[src/rtl/memory_access_unit.sv]
// Byte-addressed RV32I load/store front end for a word-wide, strobe-less BRAM.
// Loads are lane-aligned and extended; sub-word stores use read-modify-write.
module memory_access_unit #(
    parameter int ADDR_WIDTH = 12
) (
    input  logic                  clk,
    input  logic                  reset,
    input  logic                  req_valid,
    output logic                  req_ready,
    input  logic                  req_write,
    input  logic [31:0]           req_address,
    input  logic [2:0]            req_funct3,
    input  logic [31:0]           req_wdata,
    output logic                  rsp_valid,
    output logic [31:0]           rsp_rdata,
    output logic                  rsp_misaligned,
    output logic [ADDR_WIDTH-1:0] mem_addr,
    input  logic [31:0]           mem_rdata,
    output logic                  mem_we,
    output logic [31:0]           mem_wdata
);

    typedef enum logic [2:0] {
        S_IDLE,
        S_READ,
        S_CAPTURE,
        S_WRITE,
        S_RESPOND
    } state_t;

    state_t                  state_q, state_d;
    logic                    write_q, write_d;
    logic [ADDR_WIDTH-1:0]   word_addr_q, word_addr_d;
    logic [1:0]              offset_q, offset_d;
    logic [2:0]              funct3_q, funct3_d;
    logic [31:0]             wdata_q, wdata_d;
    logic [31:0]             rdata_q, rdata_d;
    logic                    misaligned_q, misaligned_d;
    logic [ADDR_WIDTH-1:0]   mem_addr_q, mem_addr_d;
    logic [31:0]             mem_wdata_q, mem_wdata_d;

    logic                    req_legal;
    logic [7:0]              byte_sel;
    logic [15:0]             half_sel;
    logic                    sign_ext;
    logic [31:0]             load_word;
    logic [31:0]             merged_word;
    logic                    unused_bits;

    assign unused_bits = ^{req_address[31:ADDR_WIDTH+2], wdata_q[31:16]};

    always_comb begin
        req_legal = 1'b0;
        case (req_funct3)
            3'b000:  req_legal = 1'b1;
            3'b001:  req_legal = ~req_address[0];
            3'b010:  req_legal = (req_address[1:0] == 2'b00);
            3'b100:  req_legal = ~req_write;
            3'b101:  req_legal = ~req_write & ~req_address[0];
            default: req_legal = 1'b0;
        endcase
    end

    // Load formatting: lane select by latched offset, extension by funct3[2].
    assign byte_sel = mem_rdata[{offset_q, 3'b000} +: 8];
    assign half_sel = offset_q[1] ? mem_rdata[31:16] : mem_rdata[15:0];
    assign sign_ext = ~funct3_q[2];

    always_comb begin
        load_word = mem_rdata;
        case (funct3_q[1:0])
            2'b00:   load_word = {{24{sign_ext & byte_sel[7]}}, byte_sel};
            2'b01:   load_word = {{16{sign_ext & half_sel[15]}}, half_sel};
            default: load_word = mem_rdata;
        endcase
    end

    // Store merge: each lane either keeps the read byte or takes the store byte.
    genvar gi;
    generate
        for (gi = 0; gi < 4; gi++) begin : g_lane
            localparam logic [1:0] LANE = 2'(gi);
            logic       lane_hit;
            logic [7:0] store_byte;
            assign lane_hit   = (funct3_q[1:0] == 2'b00) ? (offset_q == LANE)
                                                         : (offset_q[1] == LANE[1]);
            assign store_byte = (funct3_q[0] && LANE[0]) ? wdata_q[15:8] : wdata_q[7:0];
            assign merged_word[8*gi +: 8] = lane_hit ? store_byte : mem_rdata[8*gi +: 8];
        end
    endgenerate

    always_comb begin
        state_d      = state_q;
        write_d      = write_q;
        word_addr_d  = word_addr_q;
        offset_d     = offset_q;
        funct3_d     = funct3_q;
        wdata_d      = wdata_q;
        rdata_d      = rdata_q;
        misaligned_d = misaligned_q;
        mem_addr_d   = mem_addr_q;
        mem_wdata_d  = mem_wdata_q;
        case (state_q)
            S_IDLE: begin
                if (req_valid) begin
                    write_d     = req_write;
                    word_addr_d = req_address[ADDR_WIDTH+1:2];
                    offset_d    = req_address[1:0];
                    funct3_d    = req_funct3;
                    wdata_d     = req_wdata;
                    if (!req_legal) begin
                        rdata_d      = 32'd0;
                        misaligned_d = 1'b1;
                        state_d      = S_RESPOND;
                    end else if (req_write && req_funct3 == 3'b010) begin
                        mem_addr_d  = req_address[ADDR_WIDTH+1:2];
                        mem_wdata_d = req_wdata;
                        state_d     = S_WRITE;
                    end else begin
                        mem_addr_d = req_address[ADDR_WIDTH+1:2];
                        state_d    = S_READ;
                    end
                end
            end
            S_READ: state_d = S_CAPTURE;
            S_CAPTURE: begin
                if (!write_q) begin
                    rdata_d      = load_word;
                    misaligned_d = 1'b0;
                    state_d      = S_RESPOND;
                end else begin
                    mem_wdata_d = merged_word;
                    state_d     = S_WRITE;
                end
            end
            S_WRITE: begin
                rdata_d      = 32'd0;
                misaligned_d = 1'b0;
                state_d      = S_RESPOND;
            end
            S_RESPOND: state_d = S_IDLE;
            default:   state_d = S_IDLE;
        endcase
    end

    always_ff @(posedge clk) begin
        if (reset) begin
            state_q      <= S_IDLE;
            write_q      <= 1'b0;
            word_addr_q  <= '0;
            offset_q     <= 2'd0;
            funct3_q     <= 3'd0;
            wdata_q      <= 32'd0;
            rdata_q      <= 32'd0;
            misaligned_q <= 1'b0;
            mem_addr_q   <= '0;
            mem_wdata_q  <= 32'd0;
        end else begin
            state_q      <= state_d;
            write_q      <= write_d;
            word_addr_q  <= word_addr_d;
            offset_q     <= offset_d;
            funct3_q     <= funct3_d;
            wdata_q      <= wdata_d;
            rdata_q      <= rdata_d;
            misaligned_q <= misaligned_d;
            mem_addr_q   <= mem_addr_d;
            mem_wdata_q  <= mem_wdata_d;
        end
    end

    assign req_ready      = (state_q == S_IDLE);
    assign rsp_valid      = (state_q == S_RESPOND);
    assign mem_we         = (state_q == S_WRITE);
    assign rsp_rdata      = rdata_q;
    assign rsp_misaligned = misaligned_q;
    assign mem_addr       = mem_addr_q;
    assign mem_wdata      = mem_wdata_q;

endmodule
[config.mk]
export PLATFORM = sky130hd
export DESIGN_NAME = memory_access_unit
export DESIGN_NICKNAME = d
export VERILOG_FILES = /design/src/rtl/memory_access_unit.sv
export SDC_FILE = /design/constraint.sdc
export NUM_CORES = 1
export LEC_CHECK = 0
export CAP_MARGIN = 20
export CORE_ASPECT_RATIO = 1.5
export CORE_MARGIN = 8
export CORE_UTILIZATION = 30
export DETAILED_ROUTE_END_ITERATION = 12
export SLEW_MARGIN = 20
export SYNTH_ARGS = -nofsm -noshare
export SYNTH_HDL_FRONTEND = slang
export SYNTH_SLANG_ARGS = --single-unit
[constraint.sdc]
create_clock -name clk -period 1.94 [get_ports clk]
set_input_delay 0.485 -clock clk [delete_from_list [all_inputs] [get_ports clk]]
set_output_delay 0.485 -clock clk [all_outputs]
set_load 0.02 [all_outputs]
=== After elaboration in Yosys (flattened, before gate mapping) ===
Cells that the tools add are included.

* Flip-flop bits (word level): 102
* Output and inout port bits: 80
* Bits of input ports: 103
* Word-level logic and storage cells: 77

* Mux-type cells: 30
* Equal/unequal tests: 18
* Shift operators: 1
* Bitwise operators: 7
* Reductions and logical operators: 12

{| class="wikitable"
|+ Operators with widths
! operator !! number
|-
| 32-bit 2-to-1 mux || 7
|-
| 32-bit case mux with 2 select lines || 2
|-
| 32-bit case mux with 3 select lines || 1
|-
| 8-bit 2-to-1 mux || 5
|-
| 32-bit by 6-bit variable part select with 8-bit output || 1
|-
| 16-bit 2-to-1 mux || 1
|-
| 3-bit case mux with 4 select lines || 1
|-
| 3-bit by 2-bit == test with 1-bit output, second input constant || 3
|-
| 3-bit == test, second input constant || 3
|-
| 3-bit 2-to-1 mux || 3
|-
| 2-bit inequality test, second input constant || 4
|-
| 1-bit 2-to-1 mux || 7
|-
| 3-bit by 1-bit == test with 1-bit output, second input constant || 2
|-
| 2-bit logical NOT || 3
|-
| 3-bit logical NOT || 2
|-
| 1-bit case mux with 5 select lines || 1
|-
| 5-bit AND reduction || 1
|-
| 2-bit by 1-bit == test with 1-bit output, second input constant || 2
|-
| 2-bit == test, second input constant || 2
|-
| 2-bit by 1-bit inequality test with 1-bit output, second input constant || 2
|-
| 1-bit inverter || 4
|-
| 4-bit AND reduction || 1
|-
| 1-bit AND || 3
|-
| 1-bit case mux with 3 select lines || 1
|-
| other kinds (6) || 6
|}

=== Longest topological paths before layout ===
Gate-level depths: netlist (run 1).

* Depth after elaboration: 6
* Gate-level depth with buffers: 7
* Gate-level depth less buffers: 4

=== Worst setup path before layout (run 1) ===
No wires, ideal clock.

* Kind: flip-flop to flip-flop
* Start: reg state_q[1]
* End: reg rdata_q[30], in the netlist rsp_rdata[30]
* Setup slack: -223 ps
* Period minus slack after synthesis: 2163 ps
* Data required time: 1880 ps
* Data arrival time: 2103 ps
* Library setup time: 60 ps
* Buffers on the path: 2
* Stages on the path, launching flop included: 7
* Path through: dfxtp_1 -> clkbuf_1 -> nor3_1 -> o21ai_0 -> a31oi_1 -> buf_2 -> a22o_1

* Word-level cells in the longest chain between the ends: 3
* Elaborated cells on any way between the ends: 9
* Classes of those cells: eq/ne (5); mux (1); reduce/logical (3)

{| class="wikitable"
|+ RTL lines
! item !! RTL line !! RTL
|-
| start: declaration || 31 || <nowiki>state_t state_q, state_d;</nowiki>
|-
| start signal: assignment || 159 || <nowiki>state_q <= state_d;</nowiki>
|-
| 3-bit logical NOT * || n/a ||
|-
| named net req_ready || 9 || <nowiki>output logic req_ready,</nowiki>
|-
| 2-bit inequality test (no line) / 3-bit nonzero test (equally long branches) || n/a ||
|-
| 4-bit AND reduction (no line) || n/a ||
|-
| end signal: assignment || 165 || <nowiki>rdata_q <= rdata_d;</nowiki>
|-
| end: declaration || 37 || <nowiki>logic [31:0] rdata_q, rdata_d;</nowiki>
|}

Mark *: on every way through the listed nets, which the timed path passes. The rest lies on a longest branch.
A chain may end at the register's enable or synchronous reset.

=== Final worst setup path (run 1) ===
* Start: reg state_q[1]
* End: out mem_we

* Word-level cells in the longest chain between the ends: 1

{| class="wikitable"
|+ RTL lines
! item !! RTL line !! RTL
|-
| 3-bit by 2-bit == test with 1-bit output || 174 || <nowiki>assign mem_we = (state_q == S_WRITE);</nowiki>
|-
| end: declaration || 19 || <nowiki>output logic mem_we,</nowiki>
|}

Every way passes these cells.

==> results_dict.tcl, run 1 <==
set metrics [dict create \
    status "completed" \
    clk-insertion-delay-late_ns 0.35 \
    finClkSkew_ns 0.00889 \
    grt_use_total 0.171 \
    die-width_um 121 \
    vias 5116 \
    multi_input_area_um2 2770 \
    final_common_cell "clkdlybuf4s50_1" \
    relSlewSlack 0.681 \
    routedWlPerCell_um 19.3 \
    cts_tree "built" \
    rows 57 \
    drc 0 \
    regToRegSetupSlack_ns 0.12 \
    first_iter_violations 279 \
    clock_path_buffers 2 \
    gr-total-overflow 0 \
    dp_hpwl_mm 14.6 \
    worst-path-buf-inv 2 \
    syn_nets 682 \
    drtPass1Iterations 5 \
    clock_sinks 102 \
    vias_per_cell 5.25 \
    synthDominantCellAreaShare 0.413 \
    min_from "wdata_q[10]$_SDFFE_PP0P_" \
    totalWireLength_mm 18.9 \
    gp_congestion 0.894 \
    r2r_cells 7 \
    timing.critical_path.arrival_ns 1.36 \
    pwr-share-comb 0.182 \
    powerDensity_nw_per_um2 683 \
    p_sw_w 0.00135 \
    netlist_top_cells_area "dfxtp_1, a21oi_1, nand2_1" \
    synth_edf_count 0 \
    register_area_um2 2040 \
    layout_common_cells "clkdlybuf4s50_1, dfxtp_1, nand2_1" \
    tightest_slew_ns 0.478 \
    netlist_instances 579 \
    finalSetupViolCount 0 \
    reg2reg_from "state_q[1]$_SDFFE_PP0P_" \
    crit_chain "buf_4, and3_1, dlygate4sd2_1" \
    cts_buffers 9 \
    area_growth_pct 55.0 \
    cp_top_family "buffers and inverters" \
    grt_pass1_wl_mm 28.2 \
    whs_ns 0.456 \
    initial_utilization 0.305 \
    cap_violations 0 \
    end_kind "primary output" \
    synthArstFlopShare 0 \
    p_clk_frac 0.396 \
    grt_max_degree 37 \
    syn_avg_cell_area_um2 8.53 \
    ys_seq_area_frac 0.413 \
    drive_above_1_share 0.134 \
    htreeDepth 3 \
    ys_warn_count 0 \
    crit_path_max_fanout 12 \
    rsz0062_at_grt "no" \
    clk_pin_slew_ns 0.07 \
    cp-start-kind "register" \
    p_seq_frac 0.422 \
    dieArea_um2 20900 \
    yosys.area.top_type "dfxtp_1" \
    ys_seq_elements 102 \
    leakagePower_nw 2.80 \
    die_height_um 173 \
    path_depth 3 \
    irDropWorstVdd_mv 0.535 \
    intPower_w 0.00388 \
    cts_hold_buf 0 \
    clock.fmax_mhz 542 \
    antenna_found_initial 0 \
    grt_pass1_vias 5163 \
    critical_path.max_stage_delay_ns 0.33 \
    slew_viol_final 0 \
    ios 183 \
    nFillCells 1561 \
    min_to "wdata_q[10]$_SDFFE_PP0P_" \
    ys_types 41 \
    coreArea_um2 16200 \
    timing.rr.end "mem_wdata[1]$_SDFFE_PP0P_" \
    hold_viol 0 \
    final_nets 867 \
    ant_nets 0 \
    slowest_stage "dfxtp_1" \
    cts_root_buf "clkbuf_16" \
    switching_share 0.259 \
    worst_ep_required_time_ns 1.45 \
    setup-tns-final_ns 0 \
    period_minus_slack_ns 1.85 \
    io_buffers 164 \
    hold_path.class "register to register" \
    syn_area_um2 4940 \
    power.total_w 0.00523 \
    hold_depth 2 \
    crit_type "register to primary output" \
    fin_crit_sh 0.951 \
    ys.flop_type "dfxtp_1" \
]
==> state kept, by name, indices dropped and copies added, names as in the netlist <==
signal,count
offset_q,2
wdata_q,16
rsp_misaligned,1
write_q,1
mem_wdata,32
mem_addr,12
funct3_q,3
rsp_rdata,32
state_q,3
==> worst max path at each step <==
| stage | from | to |
|---|---|---|
| 2_1_floorplan | state_q[1]$_SDFFE_PP0P_ | rsp_rdata[30]$_SDFFE_PP0P_ |
| 3_3_place_gp | req_address[0] | rsp_rdata[29]$_SDFFE_PP0P_ |
| 3_5_place_dp | req_valid | mem_wdata[5]$_SDFFE_PP0P_ |
| 4_1_cts | req_funct3[0] | mem_wdata[17]$_SDFFE_PP0P_ |
| 5_1_grt | state_q[1]$_SDFFE_PP0P_ | rsp_valid |
| 6_report | state_q[1]$_SDFFE_PP0P_ | mem_we |
==> kinds of logic after synthesis <==
family                 count (synthesis)  share of synthesized area
and+or+nand+nor                      178                      0.175
muxes                                 29                     0.0608
DFF                                  102                      0.413
buffers and inverters                 55                     0.0464
AOI/OAI and AO/OA                    215                      0.304
==> worst register-to-register path, stage by stage (launching register included) <==
cell	delay, ns
dfxtp_1	0.31
buf_4	0.18
nor4b_4	0.28
buf_6	0.16
a41oi_4	0.14
buf_12	0.16
clkbuf_16	0.16
o41ai_1	0.33
==> power by group through the flow <==
stage | logic (W) | registers (W) | clock network, W
after floorplan | 0.000430 | 0.00227 | 0
after global placement | 0.000901 | 0.00225 | 0
after detailed placement | 0.000918 | 0.00225 | 0
after CTS | 0.000923 | 0.00221 | 0.00211
after global routing | 0.00102 | 0.00221 | 0.00219
final | 0.000951 | 0.00221 | 0.00207
==> final cells by class <==
class,instances,area share
timing repair buffer,225,0.292
multi-input combinational,422,0.361
clock inverter,6,0.0145
antenna,1,0.000327
inverter,4,0.00245
clock buffer,9,0.0294
tap,206,0.0337
sequential,102,0.267
==> stage by stage <==
step                      instances  instance area (um2)  setup slack, ns   util
after floorplan                 579                 4940           0.0462      -
after global placement          949                 7110           -0.341  0.439
after detailed placement        949                 7110           -0.454  0.439
after CTS                       965                 7460          0.00188  0.461
after global routing            974                 7650           0.0144  0.473
final                           975                 7660           0.0946  0.473
==> routing by layer <==
layer / wire [um] / up-vias / global-route usage
met3: 1060 / 37 / 0.0346
met2: 9910 / 185 / 0.310
met4: 677 / 0 / 0.0873
li1: - / 2493 / -
met5: 0 / - / 0
met1: 7220 / 2401 / 0.181
==> what timing repair did <==
action | in CTS | in global routing
gates resized for setup | 7 | 17
gates cloned | 0 | 2
pin swaps | 1 | 2
buffers inserted | 1 | 7
setup endpoints to repair | 57 | 55
==> synthesized netlist by cell type, types with 2 or more instances <==
cell	count
a211oi_1	16
a21boi_0	16
a21oi_1	48
a22o_1	18
a31oi_1	18
a41oi_1	2
buf_1	5
buf_2	12
clkbuf_1	33
dfxtp_1	102
inv_1	3
mux2_2	8
mux2i_1	21
nand2_1	60
nand2b_1	18
nand3b_1	16
nor2_1	53
nor2b_1	2
nor3_1	20
o211ai_1	9
o21a_1	24
o21ai_0	23
o21ai_1	3
o2bb2ai_1	15
o41ai_1	16
or3_1	2
or3b_1	2
Power figures use the tool's default switching activity.
==> inputs of run 2 (changes only) <==
CORE_UTILIZATION = 40   (was 30)
PLACE_DENSITY = 0.76   (was default)
==> run 2 against run 1 <==
Utilization is 15 points higher. Clock skew shrank 0.00052 ns. Hold slack improved by 0.0093 ns. Largest cell class unchanged.
==> results_dict.tcl, run 2 (synthesis results as in run 1) <==
set metrics [dict create \
    layout_common_cells "clkdlybuf4s50_1, dfxtp_1, nand2_1" \
    cp-start-kind "register" \
    finClkSkew_ns 0.00837 \
    clock.fmax_mhz 519 \
    use_met3 0.0521 \
    busiest_layer "met2" \
    hold_viol 0 \
    dp_slack_ns -0.368 \
    drive_above_1_share 0.134 \
    routedWlPerCell_um 19.9 \
    grt_use_total 0.213 \
    grt_max_degree 41 \
    regToRegSetupSlack_ns 0.01 \
    die_height_um 152 \
    drc 0 \
    timing.rr.end "mem_wdata[22]$_SDFFE_PP0P_" \
    area_growth_pct 52.7 \
    grt_pass1_wl_mm 27.7 \
    hold_path.class "register to register" \
    powerDensity_nw_per_um2 657 \
    clock_sinks 102 \
    slew_viol_final 0 \
    gr-total-overflow 0 \
    rows 49 \
    irDropWorstVdd_mv 0.636 \
    timing.critical_path.arrival_ns 2.17 \
    crit_path_max_fanout 8 \
    end_kind "register" \
    nFillCells 1004 \
    dp_hpwl_mm 13.7 \
    dieArea_um2 16200 \
    cp-endpoint "mem_wdata[22]$_SDFFE_PP0P_" \
    tightest_slew_ns 0.575 \
    ios 183 \
    leakagePower_nw 2.78 \
    initial_utilization 0.411 \
    totalWireLength_mm 18.3 \
    use_met2 0.360 \
    antenna_found_initial 0 \
    fin_util 0.628 \
    intPower_w 0.00362 \
    htreeDepth 3 \
    relSlewSlack 0.616 \
    startpoint "state_q[2]$_SDFFE_PP0P_" \
    use_met1 0.232 \
    drtPass1Iterations 5 \
    p_clk_frac 0.363 \
    first_iter_violations 417 \
    gp_congestion 0.933 \
    reg2reg_from "state_q[2]$_SDFFE_PP0P_" \
    final.setup.worst_slack_ns 0.0127 \
    p_sw_w 0.00134 \
    cts_tree "built" \
    cts_buffers 9 \
    status "completed" \
    fin_crit_sh 0.993 \
    worst_ep_required_time_ns 2.18 \
    cts_root_buf "clkbuf_16" \
    final_nets 864 \
    ant_nets 0 \
    vias_per_cell 5.76 \
    period_minus_slack_ns 1.93 \
    p_seq_frac 0.446 \
    finalNonFillerCells 919 \
    die-width_um 107 \
    grt_pass1_vias 5343 \
    clk_pin_slew_ns 0.07 \
    crit_type "register to register" \
    finalSetupViolCount 0 \
    switching_share 0.270 \
    cap_violations 0 \
    whs_ns 0.465 \
    clock_path_buffers 2 \
    vias 5295 \
    coreArea_um2 12000 \
    final_common_cell "clkdlybuf4s50_1" \
    io_buffers 164 \
    clk-insertion-delay-late_ns 0.35 \
    antenna_cells 0 \
    place_inst 895 \
    pwr-share-comb 0.191 \
    r2r_cells 6 \
]
==> run 2: changes by cell type in the layout (fill, tap and decap cells not counted), moves of 2 or more <==
cell and change:
clkinv_2 +2, a211oi_2 +3, a211oi_1 -3, bufinv_16 -2, dfxtp_2 +2, o21ai_1 -2, dfxtp_1 -2, buf_4 -5
dlygate4sd2_1 +2, clkdlybuf4s15_1 -2
==> run 2: power by group through the flow <==
stage                     clock network (W)  registers, W  logic [W]
after global placement                    0       0.00226   0.000877
final                               0.00180       0.00221   0.000946
after global routing                0.00191       0.00222    0.00101
after CTS                           0.00181       0.00221   0.000906
after detailed placement                  0       0.00226   0.000899
after floorplan                           0       0.00227   0.000430
==> run 2: per-stage QoR <==
step / power (W) / area (um2) / TNS, ns
final: 0.00496 / 7540 / 0
after global routing: 0.00514 / 7540 / -0.152
after CTS: 0.00493 / 7340 / -0.00434
after detailed placement: 0.00316 / 7030 / -22.92
after global placement: 0.00313 / 7030 / -18.29
after floorplan: 0.00270 / 4940 / 0
==> run 2: area by class of cell <==
type	count	area, um2	area share
Multi-Input combinational cell	422	2770	0.368
Timing Repair Buffer	222	2230	0.295
Sequential cell	102	2050	0.271
Clock buffer	10	229	0.0304
Tap cell	153	191	0.0254
Clock inverter	6	61.3	0.00813
Inverter	4	15.0	0.00199
==> run 2: worst max-delay path: stages, from the launching register on <==
cell     delay (ns)
dfxtp_2        0.35
buf_4          0.16
nor4b_4        0.43
a41oi_4        0.20
buf_12         0.18
buf_12         0.13
o41ai_1        0.36
==> run 2: repair_timing <==
item                       4_1_cts  5_1_grt
resized for setup                9       16
hold buffers                     0        0
setup endpoints to repair        7       65
cloned                           0        3
buffers inserted                 0        5
pin swaps                        0        2
==> run 2: how the worst min path moves through the flow <==
stage	startpoint	end	depth (start not counted)	slack [ns]
2_1_floorplan	wdata_q[10]$_SDFFE_PP0P_	wdata_q[10]$_SDFFE_PP0P_	2	0.44
3_3_place_gp	wdata_q[8]$_SDFFE_PP0P_	wdata_q[8]$_SDFFE_PP0P_	2	0.45
3_5_place_dp	rsp_rdata[2]$_SDFFE_PP0P_	rsp_rdata[2]$_SDFFE_PP0P_	1	0.45
4_1_cts	wdata_q[11]$_SDFFE_PP0P_	wdata_q[11]$_SDFFE_PP0P_	2	0.46
5_1_grt	wdata_q[11]$_SDFFE_PP0P_	wdata_q[11]$_SDFFE_PP0P_	2	0.48
6_report	wdata_q[8]$_SDFFE_PP0P_	wdata_q[8]$_SDFFE_PP0P_	2	0.47
==> run 2: layer usage <==
metal | share of wire | routed length (um)
met1 | 0.38 | 6850
met3 | 0.067 | 1220
met5 | 0 | 0
met2 | 0.50 | 9150
met4 | 0.057 | 1040
==> inputs of run 3 (changes only) <==
CORE_MARGIN = 4   (was 8)
==> run 3 against run 2 <==
Sequential cell count stayed put. Design area did not move. Die area is 12% lower. Utilization is the same. Fmax is 1.3% higher. Clock skew decreased by 0.0049 ns. Clock-buffer cell count fell by 1. Combinational power rose by 0.4%. First-iteration DRC count fell by 28%. Via count decreased by 1.2%. Critical path depth unchanged. Sequential power barely moved. Highest routed layer unchanged.
==> results_dict.tcl, run 3 (synthesis results as in run 1) <==
set metrics [dict create \
    hold_path.class "register to register" \
    coreArea_um2 12000 \
    rows 49 \
    drtPass1Iterations 6 \
    first_iter_violations 301 \
    postPlaceCellArea_um2 7070 \
    nFillCells 1047 \
    totalWireLength_mm 17.2 \
    dieArea_um2 14200 \
    final_nets 863 \
    timing.rr.end "rsp_rdata[23]$_SDFFE_PP0P_" \
    p_seq_frac 0.431 \
    crit_type "input port to register" \
    io_buffers 164 \
    drive_above_1_share 0.142 \
    vias_per_cell 5.70 \
    rsz0062_at_grt "yes" \
    ant_nets 0 \
    clock_sinks 102 \
    grt_pass1_wl_mm 26.1 \
    place_inst 900 \
    end_kind "register" \
    switching_share 0.267 \
    p_clk_frac 0.384 \
    pwr-share-comb 0.185 \
    whs_ns 0.469 \
    final_common_cell "clkdlybuf4s50_1" \
    cap_violations 0 \
    relSlewSlack 0.633 \
    dp_hpwl_mm 13.0 \
    cts_hold_buf 0 \
    grt_max_degree 41 \
    period_minus_slack_ns 1.90 \
    min_to "wdata_q[10]$_SDFFE_PP0P_" \
    ios 183 \
    layout_common_cells "clkdlybuf4s50_1, dfxtp_1, nand2_1" \
    finalNonFillerCells 918 \
    p_sw_w 0.00137 \
    gp_congestion 0.921 \
    vias 5231 \
    power.total_w 0.00512 \
    fin_crit_sh 0.981 \
    r2r_cells 5 \
    routedWlPerCell_um 18.8 \
    finalSetupViolCount 0 \
    antenna_found_initial 0 \
    hold_viol 0 \
    final_cell_area_um2 7540 \
    crit_path_max_fanout 16 \
    die_height_um 144 \
    clk_pin_slew_ns 0.07 \
    grt_pass1_vias 5061 \
    intPower_w 0.00376 \
    timing.critical_path.arrival_ns 2.20 \
    fin_util 0.628 \
    grt_use_total 0.229 \
    cts_buffers 9 \
    slew_viol_final 0 \
    clk-insertion-delay-late_ns 0.34 \
    regToRegSetupSlack_ns 0.10 \
    cts_tree "built" \
    leakagePower_nw 2.77 \
    clock_path_buffers 2 \
    cp-start-kind "input port" \
    irDropWorstVdd_mv 0.455 \
    min_from "wdata_q[10]$_SDFFE_PP0P_" \
    cts_root_buf "clkbuf_16" \
    htreeDepth 3 \
    drc 0 \
    area_growth_pct 52.7 \
    status "completed" \
    antenna_cells 0 \
    tightest_slew_ns 0.549 \
    worst_ep_required_time_ns 2.23 \
    clock.fmax_mhz 525 \
    initial_utilization 0.411 \
    reg2reg_from "state_q[1]$_SDFFE_PP0P_" \
    powerDensity_nw_per_um2 679 \
    die-width_um 98.7 \
    gr-total-overflow 0 \
    hold_depth 2 \
    finClkSkew_ns 0.00344 \
]
==> run 3: through the flow <==
| step | setup TNS (ns) | worst slack, ns |
|---|---|---|
| after CTS | 0 | 0.0112 |
| after detailed placement | -22.35 | -0.354 |
| after global routing | -0.633 | -0.0375 |
| after floorplan | 0 | 0.0462 |
| final | 0 | 0.0367 |
| after global placement | -18.27 | -0.274 |
==> run 3: layer usage <==
metal / global-route usage / part of all wire / vias up / wire length [um]
li1: - / - / 2482 / -
met1: 0.257 / 0.39 / 2493 / 6700
met2: 0.421 / 0.52 / 214 / 9010
met3: 0.0386 / 0.052 / 42 / 890
met4: 0.104 / 0.037 / 0 / 645
met5: 0 / 0 / - / 0
==> run 3: worst max-delay path by stage <==
stage / endpoint / startpoint / slack [ns]
after floorplan: rsp_rdata[30]$_SDFFE_PP0P_ / state_q[1]$_SDFFE_PP0P_ / 0.05
after global placement: rsp_rdata[29]$_SDFFE_PP0P_ / req_address[0] / -0.27
after detailed placement: mem_wdata[20]$_SDFFE_PP0P_ / req_funct3[0] / -0.35
after CTS: mem_wdata[19]$_SDFFE_PP0P_ / req_funct3[0] / 0.01
after global routing: rsp_rdata[1]$_SDFFE_PP0P_ / req_funct3[0] / -0.04
final: rsp_rdata[26]$_SDFFE_PP0P_ / req_funct3[0] / 0.04
==> run 3: repair_timing <==
item | 4_1_cts | 5_1_grt
pin swaps | 0 | 3
endpoints found under the hold margin | 0 | 0
gates resized for setup | 6 | 28
gates cloned | 0 | 2
buffers inserted | 0 | 0
setup endpoints to repair | 22 | 64
==> run 3: worst max-delay path, cell delays in order <==
cell and delay [ns]:
clkdlybuf4s50_1 0.50, a221oi_2 0.34, o21ai_1 0.17, a31oi_4 0.33
clkbuf_16 0.24, a22o_1 0.14
==> run 3: area by class of cell <==
cell class              count  area [um2]  share of cell area
flip-flops and latches    102        2050               0.271
multi-input cells         422        2820               0.374
repair buffers            221        2150               0.284
clock buffers               9         225              0.0299
clock inverters             7        96.3              0.0128
well taps                 153         191              0.0254
inverters                   4        15.0             0.00199
==> run 3: power by group through the flow <==
stage | clock network, W | logic (W) | registers, W
2_1_floorplan | 0 | 0.000430 | 0.00227
3_3_place_gp | 0 | 0.000896 | 0.00225
3_5_place_dp | 0 | 0.000910 | 0.00225
4_1_cts | 0.00199 | 0.000915 | 0.00221
5_1_grt | 0.00206 | 0.00101 | 0.00221
6_report | 0.00197 | 0.000950 | 0.00221
